<file path="src/rtl/fifo_level.sv">
// Synchronous sample FIFO with fill level, threshold flags, optional
// first-word-fall-through output, flush and sticky error flags.
module fifo_level #(
    parameter int DATA_WIDTH = 16,
    parameter int ADDR_WIDTH = 4,
    parameter int FWFT       = 0,
    parameter int AF_TH      = 12,
    parameter int AE_TH      = 4
) (
    input  logic                  clk,
    input  logic                  reset,
    input  logic                  wr,
    input  logic [DATA_WIDTH-1:0] w_data,
    input  logic                  rd,
    input  logic                  flush,
    input  logic                  err_clr,
    output logic [DATA_WIDTH-1:0] r_data,
    output logic                  empty,
    output logic                  full,
    output logic                  almost_empty,
    output logic                  almost_full,
    output logic [ADDR_WIDTH:0]   level,
    output logic                  overflow,
    output logic                  underflow
);

    localparam int DEPTH = 2 ** ADDR_WIDTH;

    localparam logic [ADDR_WIDTH:0]   DEPTH_L = (ADDR_WIDTH + 1)'(DEPTH);
    localparam logic [ADDR_WIDTH:0]   AF_L    = (ADDR_WIDTH + 1)'(AF_TH);
    localparam logic [ADDR_WIDTH:0]   AE_L    = (ADDR_WIDTH + 1)'(AE_TH);
    localparam logic [ADDR_WIDTH:0]   LVL_ONE = (ADDR_WIDTH + 1)'(1);
    localparam logic [ADDR_WIDTH-1:0] PTR_ONE = ADDR_WIDTH'(1);

    logic [DATA_WIDTH-1:0] mem [DEPTH];
    logic [ADDR_WIDTH-1:0] w_ptr;
    logic [ADDR_WIDTH-1:0] r_ptr;
    logic [ADDR_WIDTH:0]   level_q;
    logic                  overflow_q;
    logic                  underflow_q;

    logic rd_acc;
    logic wr_acc;
    logic wr_err;
    logic rd_err;

    // Flags decode the registered level only, so rd/wr never reach them combinationally.
    assign empty        = (level_q == '0);
    assign full         = (level_q == DEPTH_L);
    assign almost_full  = (level_q >= AF_L);
    assign almost_empty = (level_q <= AE_L);
    assign level        = level_q;
    assign overflow     = overflow_q;
    assign underflow    = underflow_q;

    // A write into a full FIFO is only taken when a pop frees a slot in the same cycle.
    assign rd_acc = rd & ~empty;
    assign wr_acc = wr & (~full | rd_acc);
    assign wr_err = wr & ~wr_acc & ~flush;
    assign rd_err = rd & ~rd_acc & ~flush;

    always_ff @(posedge clk) begin
        if (reset) begin
            w_ptr   <= '0;
            r_ptr   <= '0;
            level_q <= '0;
        end else if (flush) begin
            w_ptr   <= '0;
            r_ptr   <= '0;
            level_q <= '0;
        end else begin
            if (wr_acc) begin
                w_ptr <= w_ptr + PTR_ONE;
            end
            if (rd_acc) begin
                r_ptr <= r_ptr + PTR_ONE;
            end
            if (wr_acc && !rd_acc) begin
                level_q <= level_q + LVL_ONE;
            end else if (rd_acc && !wr_acc) begin
                level_q <= level_q - LVL_ONE;
            end
        end
    end

    always_ff @(posedge clk) begin
        if (!reset && !flush && wr_acc) begin
            mem[w_ptr] <= w_data;
        end
    end

    // A fresh error in the err_clr cycle keeps its flag set.
    always_ff @(posedge clk) begin
        if (reset) begin
            overflow_q  <= 1'b0;
            underflow_q <= 1'b0;
        end else begin
            overflow_q  <= (overflow_q & ~err_clr) | wr_err;
            underflow_q <= (underflow_q & ~err_clr) | rd_err;
        end
    end

    generate
        if (FWFT != 0) begin : g_fwft
            assign r_data = empty ? '0 : mem[r_ptr];
        end else begin : g_std
            logic [DATA_WIDTH-1:0] r_data_q;

            always_ff @(posedge clk) begin
                if (reset) begin
                    r_data_q <= '0;
                end else if (flush) begin
                    r_data_q <= '0;
                end else if (rd_acc) begin
                    r_data_q <= mem[r_ptr];
                end
            end

            assign r_data = r_data_q;
        end
    endgenerate

endmodule

</file>
<file path="config.mk">
export PLATFORM = sky130hd
export DESIGN_NAME = fifo_level
export DESIGN_NICKNAME = d
export VERILOG_FILES = /design/src/rtl/fifo_level.sv
export SDC_FILE = /design/constraint.sdc
export NUM_CORES = 1
export LEC_CHECK = 0
export CAP_MARGIN = 10
export CORE_ASPECT_RATIO = 2
export CORE_MARGIN = 5
export CORE_UTILIZATION = 54
export DETAILED_ROUTE_END_ITERATION = 7
export PLACE_DENSITY = 0.78
export SYNTH_ARGS = -nofsm -noshare
export SYNTH_HDL_FRONTEND = slang
export SYNTH_SLANG_ARGS = --single-unit
</file>
<file path="constraint.sdc">
create_clock -name clk -period 2.9 [get_ports clk]
set_input_delay 0.58 -clock clk [delete_from_list [all_inputs] [get_ports clk]]
set_output_delay 0.58 -clock clk [all_outputs]
set_load 0.01 [all_outputs]
</file>
**Yosys cells after proc, flatten, opt, wreduce, memory -nomap -nowiden**

Memory sizes are Yosys's and may differ from the RTL's. A register that Yosys moved wholly into a read port is not among the register bits.
Index checks and enable logic that the tools add are counted.

- Register bits after elaboration: 15
- Memory bits (writable): 256
- Output and inout port bits: 27
- Logic and storage cells: 45
- Memories: 1

- $add $sub $neg: 4
- Order comparisons: 2
- Eq/ne operators: 1
- Mux-type cells: 4
- Bitwise gates (word level): 17
- Reduce and logical (&&, ||, !) cells: 11

Memory list:

| memory | words | width | read ports | clocked after memory_dff | write ports | RTL line | RTL |
|---|---|---|---|---|---|---|---|
| mem | 16 | 16 | 1 | 1 | 1 | 35 | `logic [DATA_WIDTH-1:0] mem [DEPTH];` |

Operator list:

| cell | number |
|---|---|
| 5-bit 2-to-1 mux | 2 |
| 4-bit by 1-bit adder with 4-bit output (second input constant) | 2 |
| 1-bit bitwise AND | 8 |
| 1-bit inverter | 6 |
| 5-bit by 1-bit adder with 5-bit output (second input constant) | 1 |
| 5-bit equality test (second input constant) | 1 |
| 5-bit by 4-bit greater-or-equal comparator with 1-bit output (second input constant) | 1 |
| 5-bit by 3-bit <= comparator with 1-bit output (second input constant) | 1 |
| 5-bit zero test | 1 |
| 5-bit by 1-bit subtractor with 5-bit output (second input constant) | 1 |
| 1-bit logical AND | 4 |
| 1-bit zero test | 4 |
| 1-bit bitwise OR | 3 |
| 1-bit 2-to-1 mux | 2 |
| 2-bit nonzero test | 1 |
| 2-bit OR reduction | 1 |

**Longest topological paths before layout**

- Depth after elaboration: 9
- Mapped depth: 13
- Mapped depth without buffers: 10

**Worst setup path before layout**

Ideal clock, no wire load.

- Path kind: reg-to-reg
- Start point: register level_q[0], in the netlist level[0]
- End point: register level_q[4], in the netlist level[4]
- Setup time: 0.072 ns
- Data arrival time: 2.923 ns
- Required time: 2.828 ns
- Slack: -0.094 ns
- Stages on the path, launching flop included: 14
- Clock period less this slack: 2.994 ns
- Cell sequence: dfxtp_1 -> or4_1 -> buf_6 -> o21a_1 -> buf_6 -> inv_4 -> buf_6 -> ha_1 -> inv_1 -> fa_1 -> a21o_1 -> a21oi_1 -> mux2i_1 -> mux2i_1

- Longest elaborated chain between the ends: 8
- Elaborated cells on any way between the ends: 16
- Classes of those cells: 2 x add/sub; 1 x eq/ne; 2 x mux; 5 x bitwise; 6 x reduce/logical

Ends and longest elaborated chain:

| what | RTL line | RTL |
|---|---|---|
| start, declared | 38 | `logic [ADDR_WIDTH:0] level_q;` |
| start signal, assigned | 79 | `level_q <= level_q + LVL_ONE;` |
| start signal, assigned | 81 | `level_q <= level_q - LVL_ONE;` |
| 5-bit zero test | 48 | `assign empty = (level_q == '0);` |
| 1-bit inverter | 57 | `assign rd_acc = rd & ~empty;` |
| 1-bit bitwise AND | 57 |  |
| 1-bit bitwise OR | 58 | `assign wr_acc = wr & (~full \| rd_acc);` |
| 1-bit bitwise AND | 58 |  |
| 1-bit zero test | 80 | `end else if (rd_acc && !wr_acc) begin` |
| 1-bit logical AND | 80 |  |
| 2-bit nonzero test (no line) | n/a |  |

Parallel ways exist; a longest one is shown, timed or not. The select of a mux whose other input is x is not followed.
A chain may end at the register's enable or synchronous reset.

**Worst setup path after layout**

- Start point: register level_q[1], in the netlist level[1]
- End point: output full

- Longest elaborated chain between the ends: 1

Ends and longest elaborated chain:

| what | RTL line | RTL |
|---|---|---|
| 5-bit equality test | 49 | `assign full = (level_q == DEPTH_L);` |
| end, declared | 19 | `output logic full,` |

No other way between the ends.

==> results_dict.tcl <==
set metrics [dict create \
    cts_setup_buffers 0 \
    rows 74 \
    clockPowerShare_pct 38.3 \
    grt_usage_pct 19.4 \
    clkTransAtPathRegs_ns 0.07 \
    grt_pass1_wl_mm 35.2 \
    portBuffers 48 \
    die-area_um2 23800 \
    p_comb_share_pct 8.8 \
    synth.distinct_cells 44 \
    antenna_cells 0 \
    place_congestion 0.858 \
    p_switching_mw 1.91 \
    drive_gt1_share_pct 17.5 \
    synthTopCellsByCount "edfxtp_1 (256), mux2i_1 (67), mux4_2 (32), o22ai_1 (32), dfxtp_1 (31)" \
    switching_share_pct 22.0 \
    arrival_ns 2.24 \
    wl_mm 22.9 \
    synth-seq-cells 287 \
    setup_ws_ns 0.0834 \
    ctsResizeCount 1 \
    wire_per_inst_um 23.4 \
    clock_path_buffers 3 \
    p_leak_nw 4.04 \
    ys_warn_count 0 \
    synth_top_area_cell "edfxtp_1" \
    synth_edf_count 256 \
    powerDensity_nw_per_um2 668 \
    clockRootBuffer "clkbuf_16" \
    synth-async-reset-ratio_pct 0 \
    drt_pass1_iterations 5 \
    grt_pass1_vias 6222 \
    vias 5857 \
    start_util_pct 54.8 \
    irDropWorstVdd_uv 563 \
    seqPwrFrac_pct 52.9 \
    netlist_area_um2 11200 \
    synth_area_leaders "edfxtp_1 (69%), mux4_2 (6.5%), mux2i_1 (6.0%)" \
    skew_ns 0.0116 \
    drc_errors 0 \
    first_iter_violations 505 \
    antenna_left 0 \
    dieWidth_um 112 \
    synth_cells 626 \
    status "finished clean" \
    min_path_type "register to register" \
    antenna_found_initial 0 \
    seq_area_frac_synth_pct 74.5 \
    dp_hpwl_mm 14.6 \
    worstSetupEndpointType "primary output" \
    place_ws_ns -0.0222 \
    overflow 0 \
    core_area_um2 20400 \
    cp_max_fo 6 \
    dp.cells 936 \
    h-tree-depth 1 \
    fin_cells 980 \
    synth_most_common_cell "edfxtp_1" \
    cts_num_sinks 287 \
    relSlewSlack_pct 47.7 \
    synth.avg_cell_area_um2 17.8 \
    criticalPathCategory "register to primary output" \
    rsz0062_at_grt "no" \
    tightest_slew_ns 0.782 \
    fin_nets 728 \
    via_per_inst 5.98 \
    cts_tree "done" \
    die_h_um 213 \
    area_delta_synth_final_pct 16.5 \
    internal-power_mw 6.78 \
    min_period_ns 2.82 \
    synth_top_area_share_pct 68.9 \
    io_pins 49 \
    start_kind "register" \
    cts_buffers 24 \
    hold_buffers 0 \
    setup_viol 0 \
    cp.required_ns 2.32 \
    hold_viol 0 \
    max_cap_viol_count 0 \
    final_util_pct 63.8 \
    syn_nets 658 \
    drv_slew 0 \
    synthFlopType "edfxtp_1" \
    min_period_over_period_pct 97.1 \
    fmax_mhz 355 \
    clk_latency_ns 0.52 \
    grt_max_degree 99 \
]
## power by group through the flow
stage	Sequential [mW]	Clock [mW]	Combinational, mW
4_1_cts	4.59	3.39	0.779
6_report	4.59	3.32	0.769
3_3_place_gp	4.68	0	0.732
5_1_grt	4.60	3.57	0.829
3_5_place_dp	4.69	0	0.764
2_1_floorplan	4.69	0	0.449
## routing by layer
layer	global-route usage (%)	share of wire, %
met1	21.9	36
met2	36.9	56
met3	2.13	4.4
met4	8.23	3.3
met5	0	0
## logic make-up (layout without fill, tap and decap cells)
kind of cell	Yosys count	in the layout	synth area share [%]
buf+inv	45	133	2.05
mux	99	99	12.5
compound gates	99	99	5.55
fa+ha+maj	10	10	1.19
flops	287	287	74.5
xor+xnor	7	7	0.550
simple gates	79	79	3.71
## stage by stage
step	instance area, um2	power, mW	hold slack [ns]	TNS (ns)
floorplan	11200	5.14	0.477	0
global placement	12200	5.41	0.452	0
detailed placement	12200	5.45	0.451	-0.0222
CTS	13000	8.76	0.462	0
global route	13000	9.00	0.504	0
finish	13000	8.69	0.462	0
## worst paths after layout
path	from	endpoint	slack, ns	cells after the start
hold / removal	underflow	underflow	0.46	2
setup reg to reg	level[1]	level[4]	0.25	10
hold reg to reg	underflow	underflow	0.46	2
setup / recovery	level[1]	full	0.08	4
## worst max-delay path: stages (launching register included)
cell and delay, ns:
dfxtp_2 0.36, or4_4 0.56, buf_4 0.18, nor2_1 0.09, clkdlybuf4s50_1 0.54
## area by class of cell
cell class	instances	area [um2]
flip-flops and latches	287	8320
fillers	1404	7380
multi-input cells	294	2650
repair buffers	82	851
clock buffers	28	647
well taps	266	333
clock inverters	16	170
inverters	7	28.8
## flip-flops by register name, summed over array words and instances, names as in the netlist
name       cells
level          5
mem          256
overflow       1
r_data        16
r_ptr          4
underflow      1
w_ptr          4
## placed cells by master, fill, tap and decap left out, types with 3 or more instances in the layout
| cell | instances |
|---|---|
| ha_1 | 9 |
| clkinv_2 | 6 |
| nor3_2 | 4 |
| clkdlybuf4s50_1 | 47 |
| edfxtp_1 | 256 |
| dfxtp_1 | 27 |
| nand3_1 | 8 |
| nor2_1 | 14 |
| nor3_1 | 19 |
| o21ai_0 | 16 |
| o22ai_1 | 32 |
| nand2_1 | 9 |
| xnor2_1 | 3 |
| bufinv_16 | 3 |
| o21a_1 | 6 |
| and2_1 | 12 |
| a22oi_1 | 16 |
| mux2i_1 | 67 |
| dfxtp_2 | 3 |
| xor2_1 | 4 |
| clkbuf_16 | 25 |
| buf_12 | 9 |
| a21oi_1 | 21 |
| mux4_2 | 32 |
| inv_1 | 5 |
| buf_4 | 25 |
Note: power is estimated with default switching activity, not from simulation.
